[config.mk]
export PLATFORM = sky130hd
export DESIGN_NAME = sub_serial_flat
export DESIGN_NICKNAME = d
export VERILOG_FILES = /design/src/rtl/sub_serial_pkg.sv /design/src/rtl/sub_serial_if.sv /design/src/rtl/sub_serial_full_sub.sv /design/src/rtl/sub_serial.sv /design/src/flat_wrapper.sv
export SDC_FILE = /design/constraint.sdc
export NUM_CORES = 1
export LEC_CHECK = 0
export BUFFER_PORTS_ARGS = -buffer_cell sky130_fd_sc_hd__buf_4
export CAP_MARGIN = 10
export CORE_MARGIN = 2
export CORE_UTILIZATION = 48
export DETAILED_ROUTE_END_ITERATION = 16
export PLACE_DENSITY = 0.82
export SLEW_MARGIN = 20
export SYNTH_ARGS = -nofsm -noshare
export SYNTH_HDL_FRONTEND = slang
export SYNTH_SLANG_ARGS = --single-unit
[constraint.sdc]
create_clock -name clk -period 1.7 [get_ports clk]
set_input_delay 0.51 -clock clk [delete_from_list [all_inputs] [get_ports clk]]
set_output_delay 0.51 -clock clk [all_outputs]
set_load 0.1 [all_outputs]
[src/rtl/sub_serial_pkg.sv]
// sub_serial shared types and constants.
// State encodings, default operand masks.
package sub_serial_pkg;

  typedef enum logic [2:0] {
    IDLE = 3'd0,
    SUB  = 3'd1,
    DONE = 3'd2,
    DLY0 = 3'd3,
    DLY1 = 3'd4,
    DLY2 = 3'd5,
    DLY3 = 3'd6
  } state_t;

  localparam logic [7:0] A_MASK_DEF = 8'hB3;
  localparam logic [7:0] B_MASK_DEF = 8'h2A;

endpackage

[src/rtl/sub_serial_if.sv]
// sub_serial operand/result bus.
// master drives operands, slave returns the difference.
interface sub_serial_if #(
  parameter int W = 8
);

  logic         en;
  logic [W-1:0] a;
  logic [W-1:0] b;
  logic [W-1:0] out;
  logic         borrow_out;
  logic         done;

  modport master (
    output en, a, b,
    input  out, borrow_out, done
  );

  modport slave (
    input  en, a, b,
    output out, borrow_out, done
  );

endinterface

[src/rtl/sub_serial_full_sub.sv]
// One-bit full subtractor cell.
// d = ab - bb - bin, bout set on underflow.
module serial_full_sub (
  input  logic ab,
  input  logic bb,
  input  logic bin,
  output logic d,
  output logic bout
);

  assign d    = ab ^ bb ^ bin;
  assign bout = (~ab & bb) | (~(ab ^ bb) & bin);

endmodule

[src/rtl/sub_serial.sv]
// Bit-serial LSB-first subtractor with masked operand storage.
// Decoy states fall back to IDLE without touching the datapath.
module sub_serial
  import sub_serial_pkg::*;
#(
  parameter int           W      = 8,
  parameter logic [W-1:0] A_MASK = W'(A_MASK_DEF),
  parameter logic [W-1:0] B_MASK = W'(B_MASK_DEF)
) (
  input logic         clk,
  input logic         rst,
  sub_serial_if.slave bus
);

  localparam int CW = (W > 1) ? $clog2(W) : 1;

  state_t         state, state_d;
  logic [W-1:0]   a_reg, a_d;
  logic [W-1:0]   b_reg, b_d;
  logic [CW-1:0]  count, count_d;
  logic           borrow, borrow_d;
  logic [W-1:0]   out_q, out_d;
  logic           bo_q, bo_d;
  logic           done_q, done_d;

  logic ab, bb, d, bout;

  // Stored bits are masked; strip the mask bit that matches this position.
  assign ab = a_reg[0] ^ A_MASK[count];
  assign bb = b_reg[0] ^ B_MASK[count];

  serial_full_sub u_fs (
    .ab   (ab),
    .bb   (bb),
    .bin  (borrow),
    .d    (d),
    .bout (bout)
  );

  always_comb begin
    state_d  = state;
    a_d      = a_reg;
    b_d      = b_reg;
    count_d  = count;
    borrow_d = borrow;
    out_d    = out_q;
    bo_d     = bo_q;
    done_d   = done_q;
    unique case (state)
      IDLE: begin
        if (bus.en) begin
          a_d      = bus.a ^ A_MASK;
          b_d      = bus.b ^ B_MASK;
          count_d  = '0;
          borrow_d = 1'b0;
          out_d    = '0;
          bo_d     = 1'b0;
          state_d  = SUB;
        end
      end
      SUB: begin
        borrow_d = bout;
        out_d    = {d, out_q[W-1:1]};
        a_d      = a_reg >> 1;
        b_d      = b_reg >> 1;
        count_d  = count + 1'b1;
        if (count == CW'(W - 1)) begin
          bo_d    = bout;
          done_d  = 1'b1;
          state_d = DONE;
        end
      end
      DONE: begin
        done_d  = 1'b0;
        state_d = IDLE;
      end
      default: begin
        state_d = IDLE;
      end
    endcase
  end

  always_ff @(posedge clk or negedge rst) begin
    if (!rst) begin
      state  <= IDLE;
      a_reg  <= '0;
      b_reg  <= '0;
      count  <= '0;
      borrow <= 1'b0;
      out_q  <= '0;
      bo_q   <= 1'b0;
      done_q <= 1'b0;
    end else begin
      state  <= state_d;
      a_reg  <= a_d;
      b_reg  <= b_d;
      count  <= count_d;
      borrow <= borrow_d;
      out_q  <= out_d;
      bo_q   <= bo_d;
      done_q <= done_d;
    end
  end

  assign bus.out        = out_q;
  assign bus.borrow_out = bo_q;
  assign bus.done       = done_q;

endmodule

[src/flat_wrapper.sv]
// flat-port wrapper written by rule: the top's interface ports become plain ports
module sub_serial_flat import sub_serial_pkg::*;
#(
  parameter int           W      = 8,
  parameter logic [W-1:0] A_MASK = W'(A_MASK_DEF),
  parameter logic [W-1:0] B_MASK = W'(B_MASK_DEF)
)
  (clk, rst, bus_en, bus_a, bus_b, bus_out, bus_borrow_out, bus_done);
  sub_serial_if #(.W(W)) bus_i ();
  input logic clk;
  input logic rst;
  input wire logic [$bits(bus_i.en)-1:0] bus_en;
  input wire logic [$bits(bus_i.a)-1:0] bus_a;
  input wire logic [$bits(bus_i.b)-1:0] bus_b;
  output wire logic [$bits(bus_i.out)-1:0] bus_out;
  output wire logic [$bits(bus_i.borrow_out)-1:0] bus_borrow_out;
  output wire logic [$bits(bus_i.done)-1:0] bus_done;
  assign bus_i.en = bus_en;
  assign bus_i.a = bus_a;
  assign bus_i.b = bus_b;
  assign bus_out = bus_i.out;
  assign bus_borrow_out = bus_i.borrow_out;
  assign bus_done = bus_i.done;
  sub_serial #(.W(W), .A_MASK(A_MASK), .B_MASK(B_MASK)) u_core (.clk(clk), .rst(rst), .bus(bus_i));
endmodule
==> flow_metrics.env <==
export IMPL_status="complete, but fails checks"
export IMPL_violations="setup timing"
export IMPL_fmax_mhz=533
export IMPL_rows=20
export IMPL_grt_max_degree=33
export IMPL_ir_drop_mv=0.787
export IMPL_crit_type="register to register"
export IMPL_hold_ws_ns=0.0829
export IMPL_die_area_um2=3580
export IMPL_rr_endpoint="u_core.bus.out[7]$_DFFE_PN0P_"
export IMPL_hold_path_class="input pin to asynchronous set/reset pin"
export IMPL_synth_nets=152
export IMPL_place_area_um2=1710
export IMPL_finalCriticalPeriod_ns=1.88
export IMPL_num_antenna_cells=0
export IMPL_grt_overflow=0
export IMPL_synth_seq_area_share_pct=53.5
export IMPL_root_buffer="clkbuf_4"
export IMPL_setup_violations=3
export IMPL_drt_iter0_drc=53
export IMPL_antenna_found_initial=0
export IMPL_leakage_nw=0.837
export IMPL_grt_pass1_vias=1128
export IMPL_skew_ns=0.0117
export IMPL_tightestPinTransition_ns=0.454
export IMPL_finalMaxSlewViolations=0
export IMPL_htree_levels=2
export IMPL_areaGrowthSynthToFinish_pct=20.3
export IMPL_numClockSinks=32
export IMPL_stdcell_count=194
export IMPL_drc_errors=0
export IMPL_cp_end_kind="register"
export IMPL_power_mw=3.97
export IMPL_cp_max_fo=3
export IMPL_track_usage_pct=20.1
export IMPL_tns_ns=-0.297
export IMPL_dieHeight_um=59.9
export IMPL_power_density_nw_per_um2=2200
export IMPL_required_ns=1.93
export IMPL_core_um2=3000
export IMPL_drt_pass1_iterations=4
export IMPL_insertion_delay_ns=0.35
export IMPL_port_buffers=28
export IMPL_ant_nets=0
export IMPL_hold_viol=0
export IMPL_initial_core_util_pct=49.9
export IMPL_grt_pass1_wl_mm=5.23
export IMPL_viasPerCell=5.87
export IMPL_cp_start_kind="register"
export IMPL_post_route_worst_setup_slack_ns=-0.177
export IMPL_r2r_start="u_core.count[1]$_DFFE_PN0P_"
export IMPL_cts_clk_slew_worst_paths_ns=0.10
export IMPL_cts_max_path_buffers=2
export IMPL_worstPathArrival_ns=2.11
export IMPL_reg2reg_depth=6
export IMPL_nets=184
export IMPL_drv_cap=0
export IMPL_worst_r2r_setup_slack_ns=-0.18
export IMPL_syn_cell_area_um2=1500
export IMPL_synth_cells=128
export IMPL_place_gp_congestion=0.758
export IMPL_wire_per_inst_um=16.3
export IMPL_yosysWarnings=0
export IMPL_relSlewSlack_pct=69.7
export IMPL_rsz0062_at_grt="yes"
export IMPL_syn_area_per_cell_um2=11.7
export IMPL_io_pins=29
export IMPL_synth_distinct_cells=27
export IMPL_drive_gt1_share_pct=30.4
export IMPL_numCtsBuffers=5
export IMPL_dp_cells=184
export IMPL_ys_ff_latch=32
export IMPL_cts_tree="yes"
export IMPL_vias=1139
export IMPL_postRouteWirelength_mm=3.17
export IMPL_dieWidth_um=59.9
export IMPL_fin_area_um2=1800
export IMPL_dpl_hpwl_mm=2.15
export IMPL_fin_crit_sh_pct=110
[cell usage after synthesis, drive strengths merged]
cell	number	share of area (%)
nand2	5	1.3
buf	8	4.1
o21ai	3	1.0
fa	1	1.3
nor2	3	1.9
and3	1	0.42
xor2	2	1.2
o22a	3	1.8
a21oi	10	3.3
a22o	9	5.3
inv	9	2.4
o311ai	1	0.58
a2bb2oi	6	3.5
o22ai	21	8.8
nor2b	1	0.92
nand3b	1	0.50
o31ai	1	0.50
ha	4	3.3
o21bai	1	1.3
nand2b	3	1.3
dfrtp	32	53
mux2i	2	1.3
o2bb2ai	1	0.58
[how the worst max path moves through the flow]
| stage | depth (start not counted) | to | slack (ns) | start |
|---|---|---|---|---|
| 3_3_place_gp | 6 | u_core.bus.borrow_out$_DFFE_PN0P_ | -0.002 | u_core.count[0]$_DFFE_PN0P_ |
| 5_1_grt | 6 | u_core.bus.out[7]$_DFFE_PN0P_ | -0.22 | u_core.count[1]$_DFFE_PN0P_ |
| 4_1_cts | 6 | u_core.bus.out[7]$_DFFE_PN0P_ | -0.1 | u_core.count[0]$_DFFE_PN0P_ |
| 3_5_place_dp | 6 | u_core.bus.borrow_out$_DFFE_PN0P_ | -0.13 | u_core.count[0]$_DFFE_PN0P_ |
| 6_report | 6 | u_core.bus.out[7]$_DFFE_PN0P_ | -0.18 | u_core.count[1]$_DFFE_PN0P_ |
| 2_1_floorplan | 6 | u_core.bus.out[7]$_DFFE_PN0P_ | -0.01 | u_core.count[0]$_DFFE_PN0P_ |
[final cells by class]
type | instances | area (um^2)
clock buffer | 7 | 55.1
fill | 246 | 1200
multi-input combinational | 79 | 613
tap | 33 | 41.3
sequential | 32 | 801
clock inverter | 1 | 7.51
inverter | 9 | 36.3
timing repair buffer | 33 | 248
[cells in the final DEF, fill, tap and decap left out]
cell / n
buf_4: 33
dfrtp_1: 32
o22ai_1: 21
a21oi_1: 10
a22o_1: 9
inv_1: 8
a2bb2oi_1: 6
nand2_1: 5
clkbuf_4: 5
nand2b_1: 3
o21ai_0: 3
o22a_1: 3
ha_1: 3
xor2_1: 2
nor2_4: 2
mux2i_2: 1
mux2i_1: 1
inv_4: 1
o21bai_4: 1
nand3b_1: 1
o311ai_2: 1
o2bb2ai_1: 1
nor2_2: 1
o31ai_1: 1
and3_1: 1
nor2b_4: 1
fa_1: 1
ha_2: 1
clkbuf_1: 1
clkbuf_8: 1
clkinvlp_4: 1
[what timing repair did]
action | CTS | global route
setup buffers | 1 | 1
gates resized for setup | 3 | 1
setup endpoints to repair | 2 | 3
pin swaps | 0 | 3
hold buffers | 0 | 0
[metal layers]
metal | track usage, % | vias to the layer above | part of all wire [%]
met5 | 0 | - | 0
met4 | 9.52 | 0 | 2.5
met3 | 6.49 | 7 | 5.0
met2 | 32.3 | 33 | 49
met1 | 24.3 | 556 | 43
li1 | - | 543 | -
[stage by stage]
stage / utilization [%] / worst slack [ns]
finish: 60.0 / -0.177
global route: 60.0 / -0.224
CTS: 59.5 / -0.0991
detailed placement: 57.0 / -0.129
global placement: 57.0 / -0.00188
floorplan: - / -0.0135
[worst max-delay path: stages (launching register included)]
cell     delay [ns]
dfrtp_1        0.41
buf_4          0.15
buf_4          0.12
mux2i_2        0.18
xor2_1         0.26
fa_1           0.43
a22o_1         0.21
[kinds of logic after synthesis]
| group | share of synthesized area (%) |
|---|---|
| simple gates | 6.27 |
| fa+ha+maj | 4.68 |
| flops | 53.5 |
| mux | 1.34 |
| buf+inv | 6.52 |
| compound gates | 26.6 |
| xor+xnor | 1.17 |
[report_power, final]
group | internal, mW | switching (mW)
sequential | 1.10 | 0.291
combinational | 0.794 | 1.32
clock | 0.202 | 0.265
total | 2.09 | 1.88
Power figures use the tool's default switching activity.
